## src/rtl/flash_wb_arbiter_if.sv

```systemverilog
// Wishbone link between one master and one slave as seen by the flash arbiter.
// The arbiter binds the two CPU-side links with the slave modport and the flash
// controller link with the master modport.
interface flash_wb_arbiter_if;
    logic [31:0] adr;
    logic [31:0] dat_w;
    logic [31:0] dat_r;
    logic        we;
    logic        stb;
    logic        cyc;
    logic [3:0]  sel;
    logic        ack;

    modport master (
        output adr, dat_w, we, stb, cyc, sel,
        input  dat_r, ack
    );

    modport slave (
        input  adr, dat_w, we, stb, cyc, sel,
        output dat_r, ack
    );
endinterface

```

## src/rtl/flash_wb_arbiter.sv

```systemverilog
// Two-master round-robin Wishbone arbiter in front of a single flash controller.
// m0 is the instruction-fetch port, m1 the data port. After every completed or
// aborted cycle the slave request is held low for one RELEASE cycle.
// Optional slave-ack watchdog: define FLASH_ARB_TIMEOUT_EN to enable it.
module flash_wb_arbiter #(
    parameter int unsigned TIMEOUT_CYCLES = 255
) (
    input  logic                clk,
    input  logic                rst_n,
    flash_wb_arbiter_if.slave   m0,
    flash_wb_arbiter_if.slave   m1,
    flash_wb_arbiter_if.master  s,
    output logic [1:0]          gnt_o,
    output logic                timeout_o
);

    typedef enum logic [2:0] {
        StIdle,
        StBusy0,
        StBusy1,
        StAbort,
        StRelease
    } state_e;

    state_e      state_q, state_d;
    logic [1:0]  gnt_q, gnt_d;
    logic        last_q, last_d;  // 1: m1 was granted last
    logic        req0, req1;
    logic        expire;
    logic        busy0, busy1;

    if (TIMEOUT_CYCLES < 1 || TIMEOUT_CYCLES > 255) begin : g_bad_timeout
        $error("TIMEOUT_CYCLES must be within 1..255");
    end

    assign req0  = m0.cyc & m0.stb;
    assign req1  = m1.cyc & m1.stb;
    assign busy0 = (state_q == StBusy0);
    assign busy1 = (state_q == StBusy1);
    assign gnt_o = gnt_q;

`ifdef FLASH_ARB_TIMEOUT_EN
    localparam logic [7:0] Limit = 8'(TIMEOUT_CYCLES);

    logic [7:0] cnt_q, cnt_d;
    logic       waiting;

    assign waiting = busy0 | busy1 | (state_q == StAbort);
    // A normal slave ack in the expiry cycle wins over the watchdog.
    assign expire  = waiting & (cnt_q == Limit) & ~s.ack;

    // Watchdog count: zero on entry to BUSY/ABORT, +1 per cycle spent waiting there.
    always_comb begin
        cnt_d = 8'd0;
        if ((state_d == state_q) &&
            (state_d == StBusy0 || state_d == StBusy1 || state_d == StAbort)) begin
            cnt_d = cnt_q + 8'd1;
        end
    end

    // Watchdog counter register.
    always_ff @(posedge clk or negedge rst_n) begin
        if (!rst_n) begin
            cnt_q <= 8'd0;
        end else begin
            cnt_q <= cnt_d;
        end
    end
`else
    assign expire = 1'b0;
`endif

    assign timeout_o = expire;

    // Next state, grant and round-robin pointer.
    always_comb begin
        state_d = state_q;
        last_d  = last_q;
        case (state_q)
            StIdle: begin
                if (req0 && (!req1 || last_q)) begin
                    state_d = StBusy0;
                    last_d  = 1'b0;
                end else if (req1) begin
                    state_d = StBusy1;
                    last_d  = 1'b1;
                end
            end
            StBusy0: begin
                if (s.ack || expire) begin
                    state_d = StRelease;
                end else if (!req0) begin
                    state_d = StAbort;
                end
            end
            StBusy1: begin
                if (s.ack || expire) begin
                    state_d = StRelease;
                end else if (!req1) begin
                    state_d = StAbort;
                end
            end
            StAbort: begin
                if (s.ack || expire) begin
                    state_d = StRelease;
                end
            end
            StRelease: state_d = StIdle;
            default:   state_d = StIdle;
        endcase
        gnt_d = {state_d == StBusy1, state_d == StBusy0};
    end

    // Arbiter state registers; reset pointer names m1 so m0 wins the first tie.
    always_ff @(posedge clk or negedge rst_n) begin
        if (!rst_n) begin
            state_q <= StIdle;
            gnt_q   <= 2'b00;
            last_q  <= 1'b1;
        end else begin
            state_q <= state_d;
            gnt_q   <= gnt_d;
            last_q  <= last_d;
        end
    end

    // Bus steering: granted master drives the slave, slave response fans back out.
    always_comb begin
        s.adr   = 32'd0;
        s.dat_w = 32'd0;
        s.we    = 1'b0;
        s.stb   = 1'b0;
        s.cyc   = 1'b0;
        s.sel   = 4'd0;
        if (busy0) begin
            s.adr   = m0.adr;
            s.dat_w = m0.dat_w;
            s.we    = m0.we;
            s.stb   = m0.stb;
            s.cyc   = m0.cyc;
            s.sel   = m0.sel;
        end else if (busy1) begin
            s.adr   = m1.adr;
            s.dat_w = m1.dat_w;
            s.we    = m1.we;
            s.stb   = m1.stb;
            s.cyc   = m1.cyc;
            s.sel   = m1.sel;
        end

        m0.dat_r = s.dat_r;
        m1.dat_r = s.dat_r;
        m0.ack   = busy0 & s.ack;
        m1.ack   = busy1 & s.ack;
        // Watchdog expiry completes the stalled cycle with an all-ones error word.
        if (expire && busy0) begin
            m0.dat_r = 32'hFFFF_FFFF;
            m0.ack   = 1'b1;
        end
        if (expire && busy1) begin
            m1.dat_r = 32'hFFFF_FFFF;
            m1.ack   = 1'b1;
        end
    end

endmodule
```

## src/flat_wrapper.sv

```systemverilog
// flat-port wrapper written by rule: the top's interface ports become plain ports
module flash_wb_arbiter_flat 
#(
    parameter int unsigned TIMEOUT_CYCLES = 255
)
  (clk, rst_n, gnt_o, timeout_o, m0_adr, m0_dat_w, m0_we, m0_stb, m0_cyc, m0_sel, m0_dat_r, m0_ack, m1_adr, m1_dat_w, m1_we, m1_stb, m1_cyc, m1_sel, m1_dat_r, m1_ack, s_adr, s_dat_w, s_we, s_stb, s_cyc, s_sel, s_dat_r, s_ack);
  flash_wb_arbiter_if m0_i ();
  flash_wb_arbiter_if m1_i ();
  flash_wb_arbiter_if s_i ();
  input  logic clk;
  input  logic rst_n;
  output logic [1:0] gnt_o;
  output logic timeout_o;
  input wire logic [$bits(m0_i.adr)-1:0] m0_adr;
  input wire logic [$bits(m0_i.dat_w)-1:0] m0_dat_w;
  input wire logic [$bits(m0_i.we)-1:0] m0_we;
  input wire logic [$bits(m0_i.stb)-1:0] m0_stb;
  input wire logic [$bits(m0_i.cyc)-1:0] m0_cyc;
  input wire logic [$bits(m0_i.sel)-1:0] m0_sel;
  output wire logic [$bits(m0_i.dat_r)-1:0] m0_dat_r;
  output wire logic [$bits(m0_i.ack)-1:0] m0_ack;
  input wire logic [$bits(m1_i.adr)-1:0] m1_adr;
  input wire logic [$bits(m1_i.dat_w)-1:0] m1_dat_w;
  input wire logic [$bits(m1_i.we)-1:0] m1_we;
  input wire logic [$bits(m1_i.stb)-1:0] m1_stb;
  input wire logic [$bits(m1_i.cyc)-1:0] m1_cyc;
  input wire logic [$bits(m1_i.sel)-1:0] m1_sel;
  output wire logic [$bits(m1_i.dat_r)-1:0] m1_dat_r;
  output wire logic [$bits(m1_i.ack)-1:0] m1_ack;
  output wire logic [$bits(s_i.adr)-1:0] s_adr;
  output wire logic [$bits(s_i.dat_w)-1:0] s_dat_w;
  output wire logic [$bits(s_i.we)-1:0] s_we;
  output wire logic [$bits(s_i.stb)-1:0] s_stb;
  output wire logic [$bits(s_i.cyc)-1:0] s_cyc;
  output wire logic [$bits(s_i.sel)-1:0] s_sel;
  input wire logic [$bits(s_i.dat_r)-1:0] s_dat_r;
  input wire logic [$bits(s_i.ack)-1:0] s_ack;
  assign m0_i.adr = m0_adr;
  assign m0_i.dat_w = m0_dat_w;
  assign m0_i.we = m0_we;
  assign m0_i.stb = m0_stb;
  assign m0_i.cyc = m0_cyc;
  assign m0_i.sel = m0_sel;
  assign m0_dat_r = m0_i.dat_r;
  assign m0_ack = m0_i.ack;
  assign m1_i.adr = m1_adr;
  assign m1_i.dat_w = m1_dat_w;
  assign m1_i.we = m1_we;
  assign m1_i.stb = m1_stb;
  assign m1_i.cyc = m1_cyc;
  assign m1_i.sel = m1_sel;
  assign m1_dat_r = m1_i.dat_r;
  assign m1_ack = m1_i.ack;
  assign s_adr = s_i.adr;
  assign s_dat_w = s_i.dat_w;
  assign s_we = s_i.we;
  assign s_stb = s_i.stb;
  assign s_cyc = s_i.cyc;
  assign s_sel = s_i.sel;
  assign s_i.dat_r = s_dat_r;
  assign s_i.ack = s_ack;
  flash_wb_arbiter #(.TIMEOUT_CYCLES(TIMEOUT_CYCLES)) u_core (.clk(clk), .rst_n(rst_n), .m0(m0_i), .m1(m1_i), .s(s_i), .gnt_o(gnt_o), .timeout_o(timeout_o));
endmodule
```

## config.mk

```make
export PLATFORM = sky130hd
export DESIGN_NAME = flash_wb_arbiter_flat
export DESIGN_NICKNAME = d
export VERILOG_FILES = /design/src/rtl/flash_wb_arbiter_if.sv /design/src/rtl/flash_wb_arbiter.sv /design/src/flat_wrapper.sv
export SDC_FILE = /design/constraint.sdc
export NUM_CORES = 1
export LEC_CHECK = 0
export BUFFER_PORTS_ARGS = -buffer_cell sky130_fd_sc_hd__buf_2
export CAP_MARGIN = 10
export CORE_AREA = 4 4 119 121
export CTS_CLUSTER_SIZE = 12
export DETAILED_ROUTE_END_ITERATION = 8
export DIE_AREA = 0 0 123 125
export PLACE_DENSITY = 0.45
export SYNTH_ARGS = -nofsm -noshare
export SYNTH_HDL_FRONTEND = slang
export SYNTH_SLANG_ARGS = --single-unit
```

## constraint.sdc

```tcl
create_clock -name clk -period 2 [get_ports clk]
set_input_delay 0.3 -clock clk [delete_from_list [all_inputs] [get_ports clk]]
set_output_delay 0.3 -clock clk [all_outputs]
set_load 0.1 [all_outputs]
```

==> flow_metrics.tcl, run 1 <==
set metrics [dict create \
    horiz_die_dim_um 123 \
    path_buf_inv 2 \
    p_sw_mw 5.610 \
    post_route_cells_drive_above_1_share 0.9231 \
    syn_nets 362 \
    final.min_clock_period_ns 1.951 \
    timing.hold.worst.class "input pin to register" \
    count_of_distinct_cell_types_in_the_synthesized_netlist 24 \
    num_antenna_cells 0 \
    seq_area_frac_synth 0.09902 \
    cts.sink_count 6 \
    number_of_drc_violations_after_detailed_routing_iteration_0 35 \
    std_cell_core_area_um2 13090 \
    synth_most_common_cell "sky130_fd_sc_hd__a22o_1" \
    yosys-top-cells-count "sky130_fd_sc_hd__a22o_1 (71), sky130_fd_sc_hd__buf_4 (65), sky130_fd_sc_hd__buf_2 (16)" \
    finalCritPeriodShare 0.9757 \
    floorplan.die_area_um2 15380 \
    cp-end-kind "output pin" \
    global_route.overflow_total 0 \
    postSynth.asyncResetShare 1.000 \
    cts_inserted_buffers 3 \
    floorplan.initialDensity 0.1168 \
    cap_viol_max_count 0 \
    first_global_vias 2168 \
    power-per-cell-area_nw_per_um2 2435 \
    status "complete, no violations" \
    fmaxAchievable_ghz 0.5125 \
    cts.clk_slew.worst_paths_ns 0.03 \
    synth_top_cell_area_share 0.4067 \
    yosys_warnings 0 \
    synth_top_family_by_area "compound AO/OA/AOI/OAI gates" \
    syn_area_um2 1529 \
    p_comb_frac 0.937 \
    rr_worst_depth 4 \
    globalRouteTotalUtil 0.09156 \
    whs_ns 0.3990 \
    switching_share 0.6138 \
    slowest_delay_ns 0.44 \
    timing.setup.critical_path_class "register to output pin" \
    wire_length_of_the_first_global_routing_pass_um 11320 \
    timing.clock.skew_ns 0.004374 \
    post_synth_edffs 0 \
    timing.final.setup_violations 0 \
    num_rows 42 \
    num_io_pins 317 \
    hpwl_um 6115 \
    synth_flop_cell "sky130_fd_sc_hd__dfrtp_1" \
    timing.critical_path.required_ns 1.70 \
    drtPass1Iterations 6 \
    place_congestion 0.7705 \
    clockPowerShare 0.036 \
    worst_path_maximum_fanout 42 \
    design_power_total_mw 9.139 \
    synth_xor_xnor_area_share 0 \
    register_share_of_total_power 0.027 \
    clk_path_buf_depth 2 \
    post_synth_mux_area_share 0 \
    post_drt_wl_per_cell_um 15.69 \
    worst-endpoint-arrival_ns 1.65 \
    simple_gate_share_of_the_synthesized_area 0.05074 \
    drt_drc_violations_left 0 \
    area_growth_syn_to_layout_pct 145.5 \
    critical_path.reg2reg.endpoint "u_core.gnt_o[1]" \
    netlist.top_cell.by_area "sky130_fd_sc_hd__a22o_1" \
    clock-root-buffer "sky130_fd_sc_hd__clkbuf_16" \
    route.final.wire_length_um 8063 \
    rsz_0062_raised_after_global_routing "yes" \
    worstHoldEndpoint "u_core.state_q[2]" \
    vias 2032 \
    yosys-top-cells-area "sky130_fd_sc_hd__a22o_1 (41%), sky130_fd_sc_hd__buf_4 (32%), sky130_fd_sc_hd__dfrtp_1 (8.2%)" \
    cellInternalPower_mw 3.529 \
    category_of_cells_accounting_for_the_largest_share_of_critical_path_delay "flip-flops" \
    path_common_cell "sky130_fd_sc_hd__buf_12" \
    timing_hold_violations_final 0 \
    worst_skew_pair_latency_ns 0.23 \
    worstPathCellList "nor3b_4 > buf_12 > a22o_2 > buf_12" \
    synth.ff_latch_count 6 \
    finalMaxSlewViolations 0 \
    worst-r2r-setup-slack_ns 0.53 \
    timing.hold.worst.start "s_ack" \
    die_height_um 125 \
    detail-route-antenna-nets 0 \
    hold_depth 2 \
    grt_max_degree 43 \
    viasPerCell 3.953 \
    peakVddDrop_uv 909.7 \
    numPortBuffers 219 \
    syn-instance-count 185 \
    startpoint_type_of_the_worst_setup_path "register" \
    cpMaxStageDelayCell "sky130_fd_sc_hd__dfrtp_2" \
    design.final.nets 516 \
    worst_r2r_startpoint "u_core.state_q[2]" \
    leakagePower_nw 1.753 \
    antenna_found_initial 0 \
    synthAdderAreaFrac 0 \
    htree_levels 1 \
    complex_gate_fraction_of_the_synthesized_area 0.4763 \
    tritoncts "yes" \
    synth_area_per_cell_um2 8.265 \
]
metrics by stage:
| step | setup TNS [ns] | setup slack, ns | util | area, µm² | instances |
|---|---|---|---|---|---|
| global route | -0.03872 | -0.01617 | 0.2869 | 3754 | 514 |
| CTS | 0 | 0.01433 | 0.2835 | 3710 | 512 |
| detailed placement | 0 | 0.1409 | 0.2690 | 3520 | 502 |
| finish | 0 | 0.04868 | 0.2869 | 3754 | 514 |
| floorplan | 0 | 0.1700 | - | 1618 | 185 |
| global placement | 0 | 0.1939 | 0.2690 | 3520 | 502 |
power by group through the flow:
stage | clock (mW) | sequential, mW | combinational, mW
floorplan | 0 | 0.311 | 5.85
global placement | 0 | 0.231 | 8.25
detailed placement | 0 | 0.239 | 8.28
CTS | 0.339 | 0.248 | 8.53
global route | 0.346 | 0.254 | 8.78
finish | 0.331 | 0.247 | 8.56
metal layers:
layer	track usage	vias to the layer above	share of wire
li1	-	947	-
met1	0.09532	937	0.35
met5	0	-	0
met3	0.02258	24	0.10
met2	0.1759	124	0.52
met4	0.02932	0	0.019
cells by family after synthesis:
| kind of cell | after synthesis |
|---|---|
| AND/OR/NAND/NOR | 13 |
| AO/OA/AOI/OAI | 84 |
| buffers and inverters | 81 |
| other | 1 |
| flip-flops | 6 |
what timing repair did:
item                       CTS  global route
pin swaps                    1             0
setup endpoints to repair   72            36
resized for setup            9             2
hold endpoints to repair     5             0
buffers inserted             3             0
hold buffers                 1             0
gates cloned                 2             2
how the worst max path moves through the flow:
stage / from / to / slack [ns] / cells after the start
global placement: u_core.state_q[2] / s_dat_w[13] / 0.19 / 4
detailed placement: u_core.state_q[2] / s_adr[25] / 0.14 / 4
CTS: u_core.state_q[2] / s_dat_w[15] / 0.01 / 5
floorplan: u_core.state_q[2] / s_adr[31] / 0.17 / 3
global route: u_core.state_q[1] / s_dat_w[15] / -0.02 / 4
finish: u_core.state_q[1] / s_dat_w[15] / 0.05 / 4
cell type report:
class	count	area (µm²)
Fill cell	1344	9331
Sequential cell	6	155.1
Multi-Input combinational cell	98	920.9
Clock buffer	4	78.83
Timing Repair Buffer	230	2379
Tap cell	176	220.2
state kept, by name, summed over array words and instances, names as in the netlist:
| signal | count |
|---|---|
| u_core.state_q | 3 |
| u_core.gnt_o | 2 |
| u_core.last_q | 1 |
cell usage in the layout (no fill, tap or decap), types with 3 or more instances in the layout:
cell	count
sky130_fd_sc_hd__clkbuf_16	4
sky130_fd_sc_hd__buf_6	3
sky130_fd_sc_hd__buf_12	75
sky130_fd_sc_hd__dfrtp_2	3
sky130_fd_sc_hd__a22o_2	69
sky130_fd_sc_hd__nor2_1	3
sky130_fd_sc_hd__buf_2	146
Power figures use the tool's default switching activity.
==> inputs of run 2 (changes only) <==
--- a/config.mk
+++ b/config.mk
@@ -7,11 +7,14 @@
 export LEC_CHECK = 0
 export BUFFER_PORTS_ARGS = -buffer_cell sky130_fd_sc_hd__buf_2
 export CAP_MARGIN = 10
-export CORE_AREA = 4 4 119 121
+export CELL_PAD_IN_SITES_DETAIL_PLACEMENT = 1
+export CELL_PAD_IN_SITES_GLOBAL_PLACEMENT = 1
+export CORE_AREA = 4 4 123 125
 export CTS_CLUSTER_SIZE = 12
 export DETAILED_ROUTE_END_ITERATION = 8
-export DIE_AREA = 0 0 123 125
-export PLACE_DENSITY = 0.45
+export DIE_AREA = 0 0 127 129
+export GPL_TIMING_DRIVEN = 0
+export PLACE_DENSITY = 0.68
 export SYNTH_ARGS = -nofsm -noshare
 export SYNTH_HDL_FRONTEND = slang
 export SYNTH_SLANG_ARGS = --single-unit
==> constraint.sdc (replaced) <==
create_clock -name clk -period 2 [get_ports clk]
set_input_delay 0.1 -clock clk [delete_from_list [all_inputs] [get_ports clk]]
set_output_delay 0.1 -clock clk [all_outputs]
set_load 0.1 [all_outputs]
==> run 2 against run 1 <==
Net effect: critical path depth grew 1; sequential share of layout area is essentially flat; core utilization down 1.4 points; fmax increased by 2.8%; critical path type unchanged; largest cell class unchanged.
==> flow_metrics.tcl, run 2 (synthesized netlist as in run 1, its figures left out) <==
set metrics [dict create \
    whs_ns 0.1860 \
    timing.final.setup_violations 0 \
    tritoncts "yes" \
    wire_length_of_the_first_global_routing_pass_um 15750 \
    global_route.overflow_total 0 \
    cp-end-kind "output pin" \
    htree_levels 1 \
    power-per-cell-area_nw_per_um2 2220 \
    cap_viol_max_count 0 \
    p_comb_frac 0.930 \
    std_cell_core_area_um2 13880 \
    horiz_die_dim_um 127 \
    path_common_cell "sky130_fd_sc_hd__buf_4" \
    number_of_drc_violations_after_detailed_routing_iteration_0 58 \
    design_power_total_mw 8.396 \
    area_growth_syn_to_layout_pct 147.4 \
    largest_reg_flops 3 \
    finalMaxSlewViolations 0 \
    hpwl_um 9937 \
    cellInternalPower_mw 2.383 \
    timing.critical_path.required_ns 1.90 \
    maxSlewHeadroom 0.6524 \
    register_share_of_total_power 0.030 \
    status "complete, no violations" \
    place_congestion 0.8973 \
    worst_skew_pair_latency_ns 0.23 \
    numPortBuffers 283 \
    leakagePower_nw 2.119 \
    timing.clock.skew_ns 0.001730 \
    path_buf_inv 3 \
    route.final.wire_length_um 11630 \
    top_register "u_core.state_q" \
    viasPerCell 4.011 \
    ff_latch_area_um2 155.1 \
    num_antenna_cells 0 \
    die_height_um 129 \
    clk_path_buf_depth 2 \
    design.final.nets 653 \
    vias 2627 \
    category_of_cells_accounting_for_the_largest_share_of_critical_path_delay "buffers and inverters" \
    final-instance-count-excl-fill 655 \
    timing.hold.worst.class "input pin to register" \
    worstPathCellList "nor3b_4 > buf_4 > buf_4 > a22o_1 > buf_8" \
    num_io_pins 317 \
    startpoint_type_of_the_worst_setup_path "register" \
    slowest_delay_ns 0.45 \
    detail-route-antenna-nets 0 \
    timing_hold_violations_final 0 \
    floorplan.die_area_um2 16380 \
    floorplan.initialDensity 0.1101 \
    worst_slack_ns 0.1027 \
    cts_inserted_buffers 3 \
    numPlacedInstances 648 \
    post_route_cells_drive_above_1_share 0.7958 \
    rsz_0062_raised_after_global_routing "yes" \
    globalRouteTotalUtil 0.1208 \
    fillCellCount 1715 \
    cpMaxStageDelayCell "sky130_fd_sc_hd__dfrtp_2" \
    peakVddDrop_uv 665.7 \
    p_sw_mw 6.013 \
    tightestPinTransition_ns 0.5250 \
    drtPass1Iterations 4 \
    cts.sink_count 6 \
    multi_input_comb_area_um2 825.8 \
    dpl_worst_slack_ns -0.1119 \
    leading_cell_type_in_the_layout_fill_and_taps_excluded "sky130_fd_sc_hd__buf_2" \
    antenna_found_initial 0 \
    switching_share 0.7162 \
    finalCoreUtilization 0.2725 \
    final_cell_mix "sky130_fd_sc_hd__buf_2 (215), sky130_fd_sc_hd__buf_4 (77), sky130_fd_sc_hd__a22o_1 (71)" \
    finalCritPeriodShare 0.9486 \
    drt_drc_violations_left 0 \
    worst_path_maximum_fanout 10 \
    post_drt_wl_per_cell_um 17.75 \
    grt_max_degree 11 \
    post-cts-setup-buffers 0 \
    worst-endpoint-arrival_ns 1.80 \
    fmaxAchievable_ghz 0.5271 \
    final.min_clock_period_ns 1.897 \
    timing.setup.critical_path_class "register to output pin" \
    first_global_vias 2926 \
    clock-root-buffer "sky130_fd_sc_hd__clkbuf_16" \
    num_rows 43 \
    clockPowerShare 0.040 \
    cts.clk_slew.worst_paths_ns 0.03 \
]
-- run 2: cell types whose count changed in the layout (fill, tap and decap cells not counted), moves of 9 or more --
cell	delta
sky130_fd_sc_hd__a22o_1	+69
sky130_fd_sc_hd__a22o_2	-69
sky130_fd_sc_hd__buf_4	+76
sky130_fd_sc_hd__buf_2	+69
sky130_fd_sc_hd__buf_6	+53
sky130_fd_sc_hd__clkbuf_4	+9
sky130_fd_sc_hd__buf_12	-75
-- run 2: final cells by class --
cell class,count,area share
timing repair buffer,286,0.5015
multi-input combinational,98,0.2183
buffer,81,0.1588
tap,180,0.05954
sequential,6,0.04102
clock buffer,4,0.02084
-- run 2: timing repair --
action	CTS	global route
hold endpoints to repair	6	0
hold buffers	1	0
gates cloned	0	2
endpoints found under the setup margin	71	71
gates resized for setup	91	80
-- run 2: path summary, 6_finish.rpt --
kind | startpoint | endpoint | slack, ns | depth (start not counted)
setup / recovery | u_core.state_q[0] | s_adr[3] | 0.10 | 5
hold / removal | s_ack | u_core.state_q[2] | 0.19 | 2
setup reg to reg | u_core.state_q[1] | u_core.gnt_o[1] | 0.62 | 3
hold reg to reg | u_core.state_q[2] | u_core.state_q[0] | 0.55 | 1
max in group asynchronous | rst_n | u_core.last_q | 1.51 | 2
min in group asynchronous | rst_n | u_core.state_q[0] | 0.27 | 2
-- run 2: routing by layer --
metal / up-vias / wire [µm] / global-route usage
met1: 1201 / 4135 / 0.1322
met4: 0 / 88 / 0.01640
met3: 9 / 1420 / 0.03611
li1: 1218 / - / -
met2: 199 / 5983 / 0.2344
met5: - / 0 / 0
-- run 2: power groups by stage --
stage | clock network, mW | logic, mW | registers [mW]
2_1_floorplan | 0 | 5.71 | 0.311
3_3_place_gp | 0 | 6.90 | 0.232
3_5_place_dp | 0 | 6.92 | 0.237
4_1_cts | 0.341 | 7.41 | 0.236
5_1_grt | 0.350 | 8.05 | 0.266
6_report | 0.335 | 7.81 | 0.254
-- run 2: through the flow --
stage | setup TNS (ns) | instance area (µm²)
after floorplan | 0 | 1529
after CTS | 0 | 3506
after detailed placement | -0.4590 | 3171
final | 0 | 3782
after global placement | -0.4185 | 3171
after global routing | -0.05188 | 3782
==> inputs of run 3 (changes only) <==
--- a/config.mk
+++ b/config.mk
@@ -9,12 +9,12 @@
 export CAP_MARGIN = 10
 export CELL_PAD_IN_SITES_DETAIL_PLACEMENT = 1
 export CELL_PAD_IN_SITES_GLOBAL_PLACEMENT = 1
-export CORE_AREA = 4 4 123 125
+export CORE_AREA = 4 4 121 123
 export CTS_CLUSTER_SIZE = 12
 export DETAILED_ROUTE_END_ITERATION = 8
-export DIE_AREA = 0 0 127 129
+export DIE_AREA = 0 0 125 127
 export GPL_TIMING_DRIVEN = 0
-export PLACE_DENSITY = 0.68
+export PLACE_DENSITY = 0.7
 export SYNTH_ARGS = -nofsm -noshare
 export SYNTH_HDL_FRONTEND = slang
 export SYNTH_SLANG_ARGS = --single-unit
==> constraint.sdc (replaced) <==
create_clock -name clk -period 1.8 [get_ports clk]
set_input_delay 0.09 -clock clk [delete_from_list [all_inputs] [get_ports clk]]
set_output_delay 0.09 -clock clk [all_outputs]
set_load 0.01 [all_outputs]
==> run 3 against run 2 <==
Net effect: critical path depth did not move; routed wire length fell by 17%; design area fell by 11%; clock skew fell by 0.0011 ns; final cell count did not move; largest cell class unchanged.
==> flow_metrics.tcl, run 3 (synthesized netlist as in run 1, its figures left out) <==
set metrics [dict create \
    dpl_worst_slack_ns 0.05789 \
    worst-endpoint-arrival_ns 1.61 \
    peakVddDrop_uv 325.6 \
    post_route_cells_drive_above_1_share 0.7958 \
    largest_reg_flops 3 \
    timing.hold.worst.class "input pin to register" \
    timing_hold_violations_final 0 \
    clk_path_buf_depth 2 \
    floorplan.initialDensity 0.1119 \
    timing.clock.skew_ns 0.0006693 \
    leading_cell_type_in_the_layout_fill_and_taps_excluded "sky130_fd_sc_hd__buf_2" \
    worst_skew_pair_latency_ns 0.23 \
    globalRouteTotalUtil 0.1048 \
    clock-root-buffer "sky130_fd_sc_hd__clkbuf_16" \
    htree_levels 1 \
    cellInternalPower_mw 1.927 \
    wire_length_of_the_first_global_routing_pass_um 13700 \
    top_register "u_core.state_q" \
    cap_viol_max_count 0 \
    slowest_delay_ns 0.44 \
    finalCoreUtilization 0.2452 \
    floorplan.die_area_um2 15880 \
    std_cell_core_area_um2 13670 \
    num_antenna_cells 0 \
    num_rows 43 \
    clockPowerShare 0.109 \
    final_cell_mix "sky130_fd_sc_hd__buf_2 (283), sky130_fd_sc_hd__buf_4 (75), sky130_fd_sc_hd__a22o_1 (71)" \
    worst_slack_ns 0.09713 \
    p_sw_mw 1.591 \
    cp-end-kind "output pin" \
    viasPerCell 3.919 \
    design.final.nets 653 \
    routed.top_layer "met4" \
    crit_start "u_core.state_q[1]" \
    number_of_drc_violations_after_detailed_routing_iteration_0 43 \
    place_congestion 0.8828 \
    met1Wirelength_um 3482 \
    p_comb_frac 0.812 \
    horiz_die_dim_um 125 \
    worstPathCellList "nor3b_2 > buf_6 > clkbuf_4 > a22o_1 > buf_2" \
    ff_latch_area_um2 155.1 \
    status "complete, no violations" \
    worst_path_maximum_fanout 10 \
    path_buf_inv 3 \
    rsz_0062_raised_after_global_routing "no" \
    switching_share 0.4523 \
    hpwl_um 8495 \
    tritoncts "yes" \
    cts.clk_slew.worst_paths_ns 0.04 \
    detail-route-antenna-nets 0 \
    fmaxAchievable_ghz 0.5872 \
    numPortBuffers 283 \
    startpoint_type_of_the_worst_setup_path "register" \
    timing.final.setup_violations 0 \
    num_io_pins 317 \
    multi_input_comb_area_um2 819.5 \
    timing.setup.critical_path_class "register to output pin" \
    cts.sink_count 6 \
    leakagePower_nw 2.051 \
    global_route.overflow_total 0 \
    power-per-cell-area_nw_per_um2 1050 \
    fillCellCount 1763 \
    route.final.wire_length_um 9620 \
    category_of_cells_accounting_for_the_largest_share_of_critical_path_delay "buffers and inverters" \
    cts_inserted_buffers 3 \
    final.min_clock_period_ns 1.703 \
    vias 2567 \
    drt_drc_violations_left 0 \
    drtPass1Iterations 4 \
    register_share_of_total_power 0.079 \
    antenna_found_initial 0 \
    cpMaxStageDelayCell "sky130_fd_sc_hd__dfrtp_2" \
    dr_wl_met2_um 5328 \
    finalMaxSlewViolations 0 \
    grt_max_degree 11 \
    worst_r2r_startpoint "u_core.state_q[1]" \
    finalCritPeriodShare 0.9460 \
    area_growth_syn_to_layout_pct 119.1 \
    wl_met3_um 783 \
    die_height_um 127 \
    timing.hold.worst.start "s_ack" \
    post_drt_wl_per_cell_um 14.69 \
    first_global_vias 2695 \
    timing.critical_path.required_ns 1.71 \
    design_power_total_mw 3.518 \
]
[run 3: changes by cell type in the layout (fill, tap and decap cells not counted), sizes merged]
| cell | change |
|---|---|
| buf | +6 |
| clkbuf | -6 |
[run 3: final timing paths]
check	endpoint	slack [ns]	depth (start not counted)
setup / recovery	s_dat_w[12]	0.1	5
hold / removal	u_core.state_q[2]	0.17	2
setup reg to reg	u_core.gnt_o[1]	0.42	3
hold reg to reg	u_core.state_q[0]	0.55	1
max in group asynchronous	u_core.last_q	1.32	2
min in group asynchronous	u_core.gnt_o[0]	0.25	2
[run 3: power by group through the flow]
stage	combinational [mW]	sequential (mW)	clock [mW]
after floorplan	1.59	0.253	0
after global placement	2.68	0.258	0
after detailed placement	2.73	0.264	0
after CTS	2.83	0.265	0.383
after global routing	3.07	0.288	0.399
final	2.86	0.277	0.383
[run 3: worst reg2reg max path, delay by kind of cell, from the launching register on]
kind / cells / cell delay [ns]
compound gates: 2 / 0.46
flops: 1 / 0.44
simple gates: 1 / 0.41
[run 3: metrics by stage]
| stage | instance area [µm²] | hold slack [ns] | setup TNS [ns] | cells |
|---|---|---|---|---|
| final | 3351 | 0.1741 | 0 | 655 |
| after global routing | 3351 | 0.1819 | 0 | 655 |
| after CTS | 3301 | 0.1800 | -0.03385 | 655 |
| after detailed placement | 3171 | -0.07090 | 0 | 648 |
| after global placement | 3171 | -0.07840 | 0 | 648 |
| after floorplan | 1529 | -0.2056 | 0 | 185 |
[run 3: timing repair]
action | 4_1_cts | 5_1_grt
hold buffers | 1 | 0
setup endpoints to repair | 71 | 71
buffers inserted | 2 | 0
cloned | 0 | 0
resized for setup | 11 | 19
endpoints found under the hold margin | 6 | 0
[run 3: per-layer routing]
layer / vias to the layer above / GRT usage
met4: 0 / 0.01148
met1: 1187 / 0.1094
met2: 156 / 0.2199
li1: 1221 / -
met3: 3 / 0.02048
met5: - / 0
[run 3: final cells by class]
type / instances / area share
sequential: 6 / 0.04630
timing repair buffer: 286 / 0.4302
clock buffer: 4 / 0.02353
buffer: 81 / 0.1882
multi-input combinational: 98 / 0.2446
tap: 180 / 0.06721
